File: config.mk
export PLATFORM = sky130hd
export DESIGN_NAME = heap_cmd_frontend
export DESIGN_NICKNAME = d
export VERILOG_FILES = /design/src/rtl/heap_cmd_frontend.sv
export SDC_FILE = /design/constraint.sdc
export NUM_CORES = 1
export LEC_CHECK = 0
export ABC_CLOCK_PERIOD_IN_PS = 6300
export BUFFER_PORTS_ARGS = -buffer_cell sky130_fd_sc_hd__buf_2
export CORE_ASPECT_RATIO = 0.8
export CORE_MARGIN = 10
export CORE_UTILIZATION = 40
export CTS_CLUSTER_SIZE = 16
export DETAILED_ROUTE_END_ITERATION = 6
export PLACE_DENSITY_LB_ADDON = 0.05
export RECOVER_POWER = 50
export REMOVE_ABC_BUFFERS = 1
export SKIP_LAST_GASP = 1
export SLEW_MARGIN = 20
export SYNTH_ARGS = -nofsm -noshare
export SYNTH_HDL_FRONTEND = slang
export SYNTH_SLANG_ARGS = --single-unit
export TNS_END_PERCENT = 100
File: constraint.sdc
create_clock -name clk_i -period 6.3 [get_ports clk_i]
set_clock_uncertainty 0.2 [all_clocks]
set_input_delay 1.89 -clock clk_i [delete_from_list [all_inputs] [get_ports clk_i]]
set_output_delay 1.89 -clock clk_i [all_outputs]
set_load 0.005 [all_outputs]
File: src/rtl/heap_cmd_frontend.sv
// MMIO command front-end for the heap allocator: register file, command
// FIFO and a one-at-a-time issue/wait/retire sequencer.
module heap_cmd_frontend #(
    parameter int ADDR_WIDTH     = 32,
    parameter int DATA_WIDTH     = 32,
    parameter int FIFO_DEPTH     = 4,
    parameter int TIMEOUT_CYCLES = 65535
) (
    input  logic                  clk_i,
    input  logic                  rst_i,
    input  logic                  S_strobe_i,
    input  logic [ADDR_WIDTH-1:0] S_addr_i,
    input  logic                  S_rw_i,
    input  logic [DATA_WIDTH-1:0] S_data_i,
    output logic                  S_done_o,
    output logic [DATA_WIDTH-1:0] S_data_o,
    output logic                  allocate_request_o,
    output logic                  reallocate_request_o,
    output logic [DATA_WIDTH-1:0] reallocate_addr_o,
    output logic [DATA_WIDTH-1:0] allocate_size_o,
    output logic                  free_request_o,
    output logic [DATA_WIDTH-1:0] free_addr_o,
    input  logic [DATA_WIDTH-1:0] allocate_addr_i,
    input  logic [2:0]            allocate_finish_i,
    input  logic                  free_finish_i,
    output logic                  done_irq_o
);

    localparam int PW = $clog2(FIFO_DEPTH);
    localparam int TW = (TIMEOUT_CYCLES > 1) ? $clog2(TIMEOUT_CYCLES) : 1;

    localparam logic [4:0] OFF_SIZE   = 5'h00;
    localparam logic [4:0] OFF_ADDR   = 5'h04;
    localparam logic [4:0] OFF_CMD    = 5'h08;
    localparam logic [4:0] OFF_RESULT = 5'h0C;
    localparam logic [4:0] OFF_STATUS = 5'h10;
    localparam logic [4:0] OFF_COUNT  = 5'h14;

    localparam logic [1:0] OP_NONE    = 2'd0;
    localparam logic [1:0] OP_ALLOC   = 2'd1;
    localparam logic [1:0] OP_REALLOC = 2'd2;
    localparam logic [1:0] OP_FREE    = 2'd3;

    typedef enum logic [1:0] {
        ST_IDLE,
        ST_ISSUE,
        ST_WAIT,
        ST_RETIRE
    } state_t;

    state_t state_q, state_d;

    logic [4:0]            off;
    logic                  wr, rd, cmd_wr;
    logic [1:0]            wr_op;
    logic                  push, pop;
    logic                  fifo_empty, fifo_full, busy;
    logic [PW:0]           wr_ptr, rd_ptr;
    logic [1:0]            q_op   [FIFO_DEPTH];
    logic [DATA_WIDTH-1:0] q_size [FIFO_DEPTH];
    logic [DATA_WIDTH-1:0] q_addr [FIFO_DEPTH];

    logic [DATA_WIDTH-1:0] size_q, addr_q, result_q;
    logic [2:0]            code_q;
    logic                  tmo_q, ovf_q, bad_q;
    logic [15:0]           count_q;
    logic [1:0]            cmd_op_q;
    logic [DATA_WIDTH-1:0] cmd_size_q, cmd_addr_q;
    logic [TW-1:0]         timer_q;

    logic                  in_wait, finished, expired;
    logic                  set_tmo, set_ovf, set_bad, clr_sticky;
    logic                  active;
    logic [8:0]            status_bits;
    logic [DATA_WIDTH-1:0] rdata_d;
    logic                  unused_addr;

    assign off         = S_addr_i[4:0];
    assign unused_addr = ^S_addr_i[ADDR_WIDTH-1:5];
    assign wr          = S_strobe_i & S_rw_i;
    assign rd          = S_strobe_i & ~S_rw_i;
    assign cmd_wr      = wr & (off == OFF_CMD);
    assign wr_op       = S_data_i[1:0];

    assign fifo_empty = (wr_ptr == rd_ptr);
    assign fifo_full  = (wr_ptr[PW] != rd_ptr[PW]) &&
                        (wr_ptr[PW-1:0] == rd_ptr[PW-1:0]);
    assign busy       = (state_q != ST_IDLE) | ~fifo_empty;

    // A full FIFO refuses the push even if the sequencer pops this cycle.
    assign push    = cmd_wr & (wr_op != OP_NONE) & ~fifo_full;
    assign pop     = (state_q == ST_IDLE) & ~fifo_empty;
    assign set_bad = cmd_wr & (wr_op == OP_NONE);
    assign set_ovf = cmd_wr & (wr_op != OP_NONE) & fifo_full;

    assign in_wait  = (state_q == ST_WAIT);
    assign finished = (cmd_op_q == OP_FREE) ? free_finish_i
                                            : (allocate_finish_i != 3'd0);
    assign expired  = (timer_q == '0);
    assign set_tmo  = in_wait & ~finished & expired;
    assign clr_sticky = rd & (off == OFF_STATUS);

    always_ff @(posedge clk_i or negedge rst_i) begin
        if (!rst_i) begin
            wr_ptr <= '0;
            rd_ptr <= '0;
            for (int i = 0; i < FIFO_DEPTH; i++) begin
                q_op[i]   <= '0;
                q_size[i] <= '0;
                q_addr[i] <= '0;
            end
        end else begin
            if (push) begin
                q_op[wr_ptr[PW-1:0]]   <= wr_op;
                q_size[wr_ptr[PW-1:0]] <= size_q;
                q_addr[wr_ptr[PW-1:0]] <= addr_q;
                wr_ptr <= wr_ptr + 1'b1;
            end
            if (pop) begin
                rd_ptr <= rd_ptr + 1'b1;
            end
        end
    end

    always_comb begin
        state_d = state_q;
        unique case (state_q)
            ST_IDLE:   if (!fifo_empty) state_d = ST_ISSUE;
            ST_ISSUE:  state_d = ST_WAIT;
            ST_WAIT:   if (finished || expired) state_d = ST_RETIRE;
            ST_RETIRE: state_d = ST_IDLE;
            default:   state_d = ST_IDLE;
        endcase
    end

    always_ff @(posedge clk_i or negedge rst_i) begin
        if (!rst_i) begin
            state_q    <= ST_IDLE;
            cmd_op_q   <= OP_NONE;
            cmd_size_q <= '0;
            cmd_addr_q <= '0;
            timer_q    <= '0;
        end else begin
            state_q <= state_d;
            if (pop) begin
                cmd_op_q   <= q_op[rd_ptr[PW-1:0]];
                cmd_size_q <= q_size[rd_ptr[PW-1:0]];
                cmd_addr_q <= q_addr[rd_ptr[PW-1:0]];
            end
            // Loaded so that expiry lands on the last allowed WAIT cycle.
            if (state_q == ST_ISSUE) begin
                timer_q <= TW'(TIMEOUT_CYCLES - 1);
            end else if (in_wait && !expired) begin
                timer_q <= timer_q - TW'(1);
            end
        end
    end

    always_ff @(posedge clk_i or negedge rst_i) begin
        if (!rst_i) begin
            size_q   <= '0;
            addr_q   <= '0;
            result_q <= '0;
            code_q   <= '0;
            tmo_q    <= 1'b0;
            ovf_q    <= 1'b0;
            bad_q    <= 1'b0;
            count_q  <= '0;
            S_done_o <= 1'b0;
            S_data_o <= '0;
        end else begin
            if (wr && off == OFF_SIZE) size_q <= S_data_i;
            if (wr && off == OFF_ADDR) addr_q <= S_data_i;
            if (in_wait && finished) begin
                if (cmd_op_q == OP_FREE) begin
                    code_q <= 3'b001;
                end else begin
                    result_q <= allocate_addr_i;
                    code_q   <= allocate_finish_i;
                end
            end else if (set_tmo) begin
                result_q <= '0;
                code_q   <= 3'b000;
            end
            tmo_q <= (tmo_q & ~clr_sticky) | set_tmo;
            ovf_q <= (ovf_q & ~clr_sticky) | set_ovf;
            bad_q <= (bad_q & ~clr_sticky) | set_bad;
            if (state_q == ST_RETIRE) count_q <= count_q + 16'd1;
            S_done_o <= S_strobe_i;
            S_data_o <= rdata_d;
        end
    end

    assign status_bits = {bad_q, ovf_q, tmo_q, code_q,
                          fifo_empty, fifo_full, busy};

    always_comb begin
        rdata_d = '0;
        if (rd) begin
            unique case (1'b1)
                off == OFF_SIZE:   rdata_d = size_q;
                off == OFF_ADDR:   rdata_d = addr_q;
                off == OFF_RESULT: rdata_d = result_q;
                off == OFF_STATUS: rdata_d = DATA_WIDTH'(status_bits);
                off == OFF_COUNT:  rdata_d = DATA_WIDTH'(count_q);
                default:           rdata_d = '0;
            endcase
        end
    end

    assign active = (state_q != ST_IDLE);

    assign allocate_request_o   = (state_q == ST_ISSUE) & (cmd_op_q == OP_ALLOC);
    assign reallocate_request_o = (state_q == ST_ISSUE) & (cmd_op_q == OP_REALLOC);
    assign free_request_o       = (state_q == ST_ISSUE) & (cmd_op_q == OP_FREE);

    assign allocate_size_o =
        (active && (cmd_op_q == OP_ALLOC || cmd_op_q == OP_REALLOC)) ?
        cmd_size_q : '0;
    assign reallocate_addr_o =
        (active && cmd_op_q == OP_REALLOC) ? cmd_addr_q : '0;
    assign free_addr_o =
        (active && cmd_op_q == OP_FREE) ? cmd_addr_q : '0;

    assign done_irq_o = (state_q == ST_RETIRE);

endmodule

### Word level (Yosys, flattened, before mapping)

Cells that the tools add are included.

* add/sub/neg operators: 4
* $lt $le $gt $ge: 3
* eq/ne operators: 17
* mux-type cells: 33
* bitwise operators: 28
* reductions and logical operators: 23

Operator list (count)
* two-way mux 32 bit: 12
* bitwise mux 128 bit: 2
* case mux 32 bit (5 select lines): 1
* binary-select mux 32 bit (select 2 bit): 2
* demux 32 bit (select 2 bit): 1
* two-way mux 16 bit: 2
* AND 1 bit: 17
* adder 16 x 1 -> 16 bit (second input constant): 1
* zero test 16 bit: 1
* subtractor 16 x 1 -> 16 bit (second input constant): 1
* equality test 5 x 4 -> 1 bit (second input constant): 2
* equality test 5 bit (second input constant): 2
* two-way mux 2 bit: 5
* logical AND 1 bit: 9
* two-way mux 3 bit: 3
* bitwise mux 8 bit: 1
* equality test 2 bit (second input constant): 4
* case mux 2 bit (4 select lines): 1
* nonzero test 2 bit: 4
* adder 3 x 1 -> 3 bit (second input constant): 2
* >= comparator 3 bit (second input constant): 2
* NOT 2 -> 3 bit: 2
* equality test 5 x 3 -> 1 bit (second input constant): 1
* zero test 5 bit: 1
* other kinds (17): 29

* flip-flop bits (word level): 505

### Depth between registers and ports, before layout

* word-level depth: 7
* mapped depth: 8
* depth with buffers taken out: 6

### Worst setup path before layout

Ideal clock, no wire load.

* path kind: input to register
* start: input port S_addr_i[1]
* end: register q_addr[23] in the netlist's numbering
* arrival time: 3561 ps
* required time: 5975 ps
* setup slack: 2414 ps
* cell stages on the path: 6
* cell sequence: or4b_4 nor3_4 o2111ai_1 buf_2 buf_6 mux2_4

* longest elaborated chain between the ends: 4

RTL lines
* start, declared: line 12 `input logic [ADDR_WIDTH-1:0] S_addr_i,`
* equality test 5 x 4 -> 1 bit: line 82 `assign cmd_wr = wr & (off == OFF_CMD);`
* AND 1 bit: line 82
* AND 1 bit (2 in series): line 91 `assign push = cmd_wr & (wr_op != OP_NONE) & ~fifo_full;`
* end signal, assigned by index: line 116 `q_addr[wr_ptr[PW-1:0]] <= addr_q;`
* end, declared: line 61 `logic [DATA_WIDTH-1:0] q_addr [FIFO_DEPTH];`

Every way passes these cells.
A chain may end at the register's enable or synchronous reset.

### Worst setup path in the final report

* start: register rd_ptr[1]
* end: register cmd_addr_q[16]

* longest elaborated chain between the ends: 4
* elaborated cells between the ends (all ways): 7
* classes of those cells: eq/ne (1); mux (3); bitwise (3)

RTL lines
* start, declared: line 58 `logic [PW:0] wr_ptr, rd_ptr;`
* start signal, assigned: line 120 `rd_ptr <= rd_ptr + 1'b1;`
* NOT 2 -> 3 bit (implied by the code): line 148 `cmd_addr_q <= q_addr[rd_ptr[PW-1:0]];`
* binary-select mux 32 bit (select 2 bit): line 148
* two-way mux 32 bit (implied by the code) (2 in series): line 148
* end signal, assigned: line 148
* end, declared: line 68 `logic [DATA_WIDTH-1:0] cmd_size_q, cmd_addr_q;`

Several ways; a longest one is shown, not always the timed one. The select of a mux whose other input is x is not followed.

==> out/results.tsv <==
metric	value	unit
cts-root-buf	clkbuf_16	
maxSlewHeadroom	-1.03	
grt_pass1_vias	14200	
place_congestion	0.770	
wl_met1	28.1	mm
path_buf_inv	1	
drt-total-wl	60.1	mm
grt_overflow_total	0	
vdd_drop_max	0.181	mV
fillers	4808	
area_growth	17.5	%
path_clk_slew	0.06	ns
final_cell_mix	504 x dfrtp_1, 326 x mux2_2, 206 x buf_2	
ios	237	
grt_max_degree	114	
critPathSlowestCell	a31o_1	
pwr-share-comb	0.170	
hold_buffers	0	
hold-worst-slack	0.284	ns
top_layer	met4	
synth.distinct_cells	54	
fin_setup_tns	0	ns
setup_ws	0.862	ns
dieArea	64600	um2
portBuffers	209	
synth_top_area_share	0.576	
finalHoldViolations	0	
via_per_inst	5.47	
ys_seq_area_frac	0.576	
hp-class	flip-flop to flip-flop	
netlist_area	21900	um2
avgRoutedWirePerCell	24.8	um
max_freq	184	MHz
synthArstFlopShare	1.00	
synth_edf_count	0	
clock_path_buffers	3	
finalCriticalPeriod	5.44	ns
synth_seq_cells	505	
ant_nets	0	
path_class	flip-flop to flip-flop	
core_area	54000	um2
placement.setup.worst_slack	1.38	ns
power.density	332	nW/um2
num_vias	13200	
avgSynthCellArea	14.9	um2
drv_slew	188	
synth_area_leader_cell	dfrtp_1	
cts_setup_buffers	0	
syn_inst	1476	
final_common_cell	dfrtp_1	
die_h	229	um
switching_share	0.289	
leakage	12.7	nW
floorplan.initialDensity	0.406	
violations	capacitance limit, slew limit	
clk_latency	0.60	ns
numCtsBuffers	54	
synth-main-ff-cell	dfrtp_1	
hpwl	35.7	mm
worstMarginPinSlew	3.04	ns
clock_sinks	505	
critPathLaunchType	flip-flop	
drive_gt1_frac	0.440	
ctsResizeCount	0	
finalSetupViolCount	0	
htree_levels	2	
timing.critical_path.required	6.57	ns
crit_family	compound AO/OA/AOI/OAI gates	
antenna_found_initial	2	
wl_met2	28.5	mm
maxCapViolCount	3	
max_stage_delay	1.97	ns
grt.total_usage	0.186	
arrival	5.71	ns
nNetsFinal	1795	
drc	0	
p_int	0.00609	W
seq_power_share	0.448	
met3_length	2.51	mm
drt_iter0_markers	827	
finalCritPeriodShare	0.863	
synthTopCellsByArea	dfrtp_1 58%, mux2_2 17%, mux4_2 6.8%	
power.share.clock	0.383	
cp_cell_sequence	xnor2_1 > a31o_1 > buf_4 > mux2_2	
end_kind	flip-flop	
crit_fanout	42	
switchingPower	0.00248	W
grt_pass1_wl	91.7	mm
rsz0062_at_grt	no	
drtPass1Iterations	5	
ys_warn_count	0	
tritoncts	built	
fp-row-count	76	
status	complete, but fails checks	
fp.dieW	282	um
-- worst paths after layout --
| check | start | end | slack, ns | cells after the start |
|---|---|---|---|---|
| max in group asynchronous | rst_i | q_size[61]$_DFFE_PN0P_ | 2.03 | 1 |
| worst min-delay path | rd_ptr[2]$_DFFE_PN0P_ | rd_ptr[2]$_DFFE_PN0P_ | 0.28 | 1 |
| worst max-delay path | rd_ptr[1]$_DFFE_PN0P_ | cmd_addr_q[16]$_DFFE_PN0P_ | 0.86 | 4 |
| worst min register to register | rd_ptr[2]$_DFFE_PN0P_ | rd_ptr[2]$_DFFE_PN0P_ | 0.28 | 1 |
| min in group asynchronous | rst_i | cmd_addr_q[19]$_DFFE_PN0P_ | 2.08 | 1 |
| worst max register to register | rd_ptr[1]$_DFFE_PN0P_ | cmd_addr_q[16]$_DFFE_PN0P_ | 0.86 | 4 |
-- sequential cells by signal (all words and copies together), names as in the netlist, 32 cells and up --
register	cells
cmd_size_q	32
result_q	32
q_size	128
S_data_o	32
q_addr	128
size_q	32
cmd_addr_q	32
addr_q	32
-- through the flow --
| stage | power (W) | cell area [um2] | util | instances |
|---|---|---|---|---|
| after floorplan | 0.00469 | 21500 | - | 1383 |
| after global placement | 0.00536 | 23900 | 0.443 | 2321 |
| after detailed placement | 0.00538 | 23900 | 0.443 | 2321 |
| after CTS | 0.00871 | 25800 | 0.477 | 2420 |
| after global routing | 0.00897 | 25800 | 0.477 | 2421 |
| final | 0.00857 | 25800 | 0.477 | 2423 |
-- metal layers --
metal | track usage | vias to the layer above
li1 | - | 5873
met4 | 0.0412 | 0
met5 | 0 | -
met1 | 0.261 | 7056
met2 | 0.299 | 249
met3 | 0.0307 | 70
-- power groups by stage --
| stage | combinational (W) | clock, W | sequential (W) |
|---|---|---|---|
| final | 0.00145 | 0.00328 | 0.00384 |
| after global routing | 0.00158 | 0.00351 | 0.00388 |
| after CTS | 0.00149 | 0.00338 | 0.00384 |
| after detailed placement | 0.00148 | 0 | 0.00390 |
| after global placement | 0.00146 | 0 | 0.00389 |
| after floorplan | 0.000834 | 0 | 0.00386 |
-- kinds of logic (layout without fill, tap and decap cells) --
logic type	count (synthesis)	count (layout)	share of synthesized area
mux	468	468	0.277
flops	505	505	0.576
compound gates	135	135	0.0483
buf+inv	107	350	0.0207
xor+xnor	22	22	0.00879
fa+ha+maj	15	15	0.00856
simple gates	224	224	0.0598
other cells	0	2	0
-- area by class of cell --
cell class                 count  area (um2)  area share
antenna                        2        5.00    0.000194
clock buffer                  81        1610      0.0626
clock inverter                18         230     0.00893
inverter                      14        52.6     0.00204
multi-input combinational    864        8990       0.349
sequential                   505       12600       0.491
tap                          702         878      0.0341
timing repair buffer         237        1360      0.0527
-- cell usage after synthesis (2+ instances only) --
library cell,count
o21ai_0,8
o31a_1,2
a31oi_1,4
nor4_1,9
xnor2_1,16
nor2_1,29
nor2b_1,10
a22oi_1,26
xor2_1,6
a222oi_1,22
and3_1,2
mux2_2,326
nand2_1,11
o31ai_1,5
a41oi_1,2
dfrtp_1,505
nor3_1,11
mux2_1,52
mux2i_1,4
a22o_1,33
o211ai_1,3
inv_1,13
nand3_1,19
or3_1,7
nand4_1,5
or4_1,8
a21oi_1,16
buf_2,23
a31o_2,2
buf_6,3
mux2_4,20
nand2b_1,3
clkbuf_1,66
or3b_2,3
and4_1,2
o2111ai_1,4
nor3b_1,2
and2_1,99
ha_1,15
mux4_2,66
(Power assumes the default switching activity.)
